## config.mk

```make
export PLATFORM = sky130hd
export DESIGN_NAME = issue_queue
export DESIGN_NICKNAME = d
export VERILOG_FILES = /design/src/rtl/rob_pkg.sv /design/src/rtl/issue_fifo.sv /design/src/rtl/issue_queue.sv
export SDC_FILE = /design/constraint.sdc
export NUM_CORES = 1
export LEC_CHECK = 0
export BUFFER_PORTS_ARGS = -buffer_cell sky130_fd_sc_hd__clkbuf_2
export CAP_MARGIN = 20
export CELL_PAD_IN_SITES_DETAIL_PLACEMENT = 0
export CELL_PAD_IN_SITES_GLOBAL_PLACEMENT = 1
export CORE_ASPECT_RATIO = 1.75
export CORE_MARGIN = 3
export CORE_UTILIZATION = 36
export DETAILED_ROUTE_END_ITERATION = 8
export HOLD_SLACK_MARGIN = 0.06
export PLACE_DENSITY = 0.71
export SYNTH_ARGS = -nofsm -noshare
export SYNTH_HDL_FRONTEND = slang
export SYNTH_HIERARCHICAL = 1
export SYNTH_SLANG_ARGS = --single-unit
export TNS_END_PERCENT = 50
```

## constraint.sdc

```tcl
create_clock -name clk -period 7.55 [get_ports clk]
set_input_delay 0.3775 -clock clk [delete_from_list [all_inputs] [get_ports clk]]
set_output_delay 0.3775 -clock clk [all_outputs]
set_load 0.02 [all_outputs]
```

## src/rtl/rob_pkg.sv

```systemverilog
// Shared ROB-side types and sizing constants for the issue path.
package rob_pkg;

  localparam int unsigned ROB_ENTRIES     = 64;
  localparam int unsigned ROB_PTR_W       = $clog2(ROB_ENTRIES);
  localparam int unsigned UOP_W           = 16;
  localparam int unsigned IQ_DEPTH        = 8;
  localparam int unsigned IQ_MAX_INFLIGHT = 4;

  typedef logic [ROB_PTR_W-1:0] rob_ptr_t;

  // Uop plus the ROB entry it belongs to
  typedef struct packed {
    logic [UOP_W-1:0] uop;
    rob_ptr_t         ptr;
  } rob_issue;

  typedef enum logic [1:0] {
    READY     = 2'd0,
    DONE      = 2'd1,
    EXCEPTION = 2'd2
  } status_t;

endpackage

```

## src/rtl/issue_fifo.sv

```systemverilog
// Circular buffer of issue packets with push/pop and an occupancy count.
// The caller guarantees no push when full and no pop when empty.
module issue_fifo
  import rob_pkg::*;
#(
  parameter int unsigned DEPTH = IQ_DEPTH
) (
  input  logic                   clk,
  input  logic                   rst,
  input  logic                   flush,
  input  logic                   push,
  input  rob_issue               push_data,
  input  logic                   pop,
  output rob_issue               head_data,
  output logic [$clog2(DEPTH):0] count
);

  localparam int unsigned AW = $clog2(DEPTH);

  rob_issue      mem [DEPTH];
  logic [AW-1:0] head;
  logic [AW-1:0] tail;

  assign head_data = mem[head];

  // Storage write at the tail; contents are not cleared by reset or flush
  always_ff @(posedge clk) begin
    if (push) begin
      mem[tail] <= push_data;
    end
  end

  // Pointers wrap naturally because DEPTH is a power of two
  always_ff @(posedge clk) begin
    if (rst || flush) begin
      head  <= '0;
      tail  <= '0;
      count <= '0;
    end else begin
      if (push) tail <= tail + 1'b1;
      if (pop)  head <= head + 1'b1;
      case ({push, pop})
        2'b10:   count <= count + 1'b1;
        2'b01:   count <= count - 1'b1;
        default: ;
      endcase
    end
  end

endmodule

```

## src/rtl/issue_queue.sv

```systemverilog
// Issue queue between the ROB and one functional unit: buffers packets,
// limits dispatched-but-uncompleted uops, and forwards completions.
module issue_queue
  import rob_pkg::*;
#(
  parameter int unsigned IQ_DEPTH     = rob_pkg::IQ_DEPTH,
  parameter int unsigned MAX_INFLIGHT = rob_pkg::IQ_MAX_INFLIGHT
) (
  input  logic                      clk,
  input  logic                      rst,
  input  logic                      flush,
  input  logic                      rob_issue_valid,
  input  rob_issue                  rob_issue_data,
  output logic                      rob_issue_ready,
  output logic                      fu_valid,
  output rob_issue                  fu_data,
  input  logic                      fu_ready,
  input  logic                      fu_done_valid,
  input  logic [ROB_PTR_W-1:0]      fu_done_ptr,
  input  logic                      fu_done_exception,
  output logic                      rob_complete_valid,
  output logic [ROB_PTR_W-1:0]      rob_complete_ptr,
  output status_t                   rob_complete_status,
  output logic [$clog2(IQ_DEPTH):0] occupancy
);

  localparam int unsigned OCC_W = $clog2(IQ_DEPTH) + 1;
  localparam int unsigned IF_W  = $clog2(MAX_INFLIGHT + 1);
  localparam logic [OCC_W-1:0] DEPTH_C = OCC_W'(IQ_DEPTH);
  localparam logic [IF_W-1:0]  MAX_C   = IF_W'(MAX_INFLIGHT);

  logic [IF_W-1:0] inflight;
  logic            enq;
  logic            dispatch;

  assign rob_issue_ready = (occupancy != DEPTH_C) && !flush;
  assign fu_valid        = (occupancy != '0) && (inflight != MAX_C) && !flush;
  assign enq             = rob_issue_valid && rob_issue_ready;
  assign dispatch        = fu_valid && fu_ready;

  issue_fifo #(
    .DEPTH(IQ_DEPTH)
  ) u_fifo (
    .clk      (clk),
    .rst      (rst),
    .flush    (flush),
    .push     (enq),
    .push_data(rob_issue_data),
    .pop      (dispatch),
    .head_data(fu_data),
    .count    (occupancy)
  );

  // Inflight count: dispatch and completion in the same cycle cancel out
  always_ff @(posedge clk) begin
    if (rst || flush) begin
      inflight <= '0;
    end else if (dispatch && !fu_done_valid) begin
      inflight <= inflight + 1'b1;
    end else if (fu_done_valid && !dispatch && (inflight != '0)) begin
      inflight <= inflight - 1'b1;
    end
  end

  // Completion register, forwarded regardless of the inflight count
  always_ff @(posedge clk) begin
    if (rst) begin
      rob_complete_valid  <= 1'b0;
      rob_complete_ptr    <= '0;
      rob_complete_status <= READY;
    end else begin
      rob_complete_valid  <= fu_done_valid && !flush;
      rob_complete_ptr    <= fu_done_ptr;
      rob_complete_status <= fu_done_exception ? EXCEPTION : DONE;
    end
  end

endmodule

```

==> impl_metrics.py <==
metrics = {
    "status": {
        "status": "completed",
    },
    "clocking": {
        "clk_pin_slew_worst_paths_ps": 60,
        "clkSinkCount": 201,
        "clk_latency_ps": 480,
        "clockBufferDepth": 3,
        "cts-root-buf": "clkbuf_16",
        "cts_inserted_buffers": 19,
        "post_cts_buffers": 0,
        "h-tree-depth": 1,
        "cts_tree": "built",
    },
    "die": {
        "die_area_sq_mm": 0.0239,
        "fp.dieH_um": 202,
        "rows": 71,
        "start_util_pct": 36.8,
        "coreArea_sq_mm": 0.0216,
        "die_width_um": 118,
        "num_io_pins": 72,
    },
    "critical_path": {
        "critical_path_arrival_ps": 2540,
        "cp_slowest_stage_delay_ps": 650,
        "crit_fanout": 44,
        "slowest_stage": "mux4_1",
        "endpoint_kind": "primary output",
        "crit_buf_inv": 2,
        "path_cells": "buf_4, mux4_1, mux2_2, clkbuf_2",
        "crit_family": "multiplexers",
        "worstSetupStartpointType": "flip-flop",
        "worstPathRequired_ps": 7170,
        "path_class": "flip-flop to primary output",
    },
    "power": {
        "p_leak_nw": 3.15,
        "p_per_area_mw_per_mm2": 240,
        "ir_drop_v": 0.000176,
    },
    "yosys": {
        "ys.warnings.count": 6,
        "synth-edff-count": 176,
        "synth_nets": 420,
        "synth.area.top_cells": "edfxtp_1 (67%), mux4_1 (15%), dfxtp_1 (6.3%), mux2_2 (3.1%), nor2_1 (0.99%)",
        "netlist-cell-type-count": 44,
        "yosys_most_used_dff": "edfxtp_1",
        "synthTopCellsByCount": "edfxtp_1 (176), mux4_1 (44), dfxtp_1 (25), mux2_2 (22), nor2_1 (21)",
        "synth_top_area_share_pct": 66.6,
        "yosysMostFrequentCell": "edfxtp_1",
        "syn_area_sq_mm": 0.00794,
        "async_flop_share_pct": 0,
        "yosysSeqAreaShare_pct": 72.9,
        "synth_seq_cells": 201,
        "yosys.area.top_type": "edfxtp_1",
        "synth_cells": 379,
        "avgSynthCellArea_sq_um": 20.9,
    },
    "global_routing": {
        "grt_max_degree": 45,
        "grt_pass1_wl_um": 22800,
        "grt_usage_pct": 12.2,
        "grt_overflow": 0,
        "grt_pass1_vias": 4122,
        "antenna_found_initial": 0,
    },
    "routing": {
        "via_count": 3765,
        "drt-pass1-iter-count": 4,
        "viasPerCell": 4.90,
        "ant_nets": 0,
        "wl_per_cell_um": 18.8,
        "wl_um": 14500,
        "drcViolationCount": 0,
        "drtIter0Drc": 186,
    },
    "placement": {
        "dp_hpwl_um": 9230,
        "io_buffers": 71,
        "place_area_sq_mm": 0.00867,
        "dp_cells": 737,
        "gp_congestion": 0.709,
    },
    "timing": {
        "tightestPinTransition_ps": 1030,
        "period_share_pct": 38.7,
        "rsz0062_at_grt": "no",
        "clock.fmax_mhz": 342,
        "setup_tns_ps": 0,
        "slew_headroom_pct": 31.3,
        "finClkSkew_ps": 20.8,
        "hold_viol": 0,
        "min_period_ps": 2920,
        "slew_viol_final": 0,
        "setup_viol": 0,
    },
    "layout": {
        "post-route-util_pct": 43.0,
        "num-nets-final": 508,
        "final_area_sq_mm": 0.00929,
        "syn2layout_area_growth_pct": 17.1,
        "drive_above_1_share_pct": 31.4,
        "multi_input_area_sq_mm": 0.00207,
        "n_fill_cell": 1882,
        "final_cells": 769,
        "antenna_cells": 0,
        "area.sequential_sq_mm": 0.00579,
    },
    "hold_path": {
        "hp-class": "primary input to flip-flop",
    },
    "job": {
        "maxCapViolCount": 0,
    },
}
## path summary, 6_finish.rpt
check	slack (ps)	cells past startpoint	end	from
hold reg to reg	530	2	u_fifo/head[2]$_SDFFE_PP0P_	u_fifo/head[2]$_SDFFE_PP0P_
setup reg to reg	4930	10	u_fifo/count[2]$_SDFFE_PP0P_	u_fifo/count[1]$_SDFFE_PP0P_
setup / recovery	4630	4	fu_data[18]	flip-flop
hold / removal	110	2	rob_complete_ptr[4]$_SDFF_PP0_	fu_done_ptr[4]
## registers in the layout, summed over array words and instances (netlist names), named ones only
signal	cells
u_fifo/mem	176
rob_complete_ptr	6
u_fifo/count	4
inflight	3
u_fifo/head	3
u_fifo/tail	3
rob_complete_status	2
rob_complete_valid	1
## per-layer routing
layer  vias to the layer above  part of all wire, %  GRT usage, %
li1                       1743                    -             -
met1                      1918                   37          13.5
met2                        85                   55          23.3
met3                        19                  5.8          2.63
met4                         0                  1.8          3.52
met5                         -                    0             0
## cell type report
class | instances | share of cell area (%)
flip-flops and latches | 201 | 62.3
multi-input cells | 161 | 22.3
clock buffers | 23 | 5.60
repair buffers | 82 | 4.74
well taps | 292 | 3.93
clock inverters | 8 | 1.04
inverters | 2 | 0.0808
## metrics by stage
stage	hold WS [ps]	total power, mW	worst slack [ps]
floorplan	444	1.29	4060
global placement	513	1.33	4970
detailed placement	529	1.33	4890
CTS	91.8	2.26	4600
global route	102	2.32	4540
finish	112	2.23	4630
## where the power goes
group | leakage, nW | internal (mW) | switching, mW
combinational | 1.05 | 0.0326 | 0.0489
sequential | 1.80 | 1.22 | 0.00433
clock | 0.307 | 0.557 | 0.371
total | 3.15 | 1.81 | 0.424
## timing repair
item                      CTS  global route
hold buffers                1             0
gates resized for setup     0             0
hold endpoints to repair    1             0
## worst register-to-register path: stages (launching register included)
cell,delay (ps)
dfxtp_1,470
nor3_1,130
a221oi_1,330
and2_1,320
ha_1,310
xor2_1,170
ha_1,160
a21oi_1,50
xor2_1,160
or3_1,310
a21oi_1,150
## kinds of logic after synthesis
logic type | share of synthesized area (%)
multiplexers | 18.1
buffers and inverters | 1.29
flip-flops | 72.9
adder cells (fa/ha/maj) | 1.04
AND/OR/NAND/NOR | 3.81
XOR/XNOR | 0.993
AO/OA/AOI/OAI | 1.91
## cells in the final DEF, fill, tap and decap left out, drive strengths merged, types with 4 or more instances in the layout
cell type	instances
clkinv	5
xor2	5
clkbuf	94
dfxtp	25
ha	5
nand2b	5
nor2	21
nand2	5
nor2b	9
buf	10
a21oi	4
mux4	44
edfxtp	176
xnor2	4
and2	4
mux2	22
Note: power is estimated with default switching activity, not from simulation.
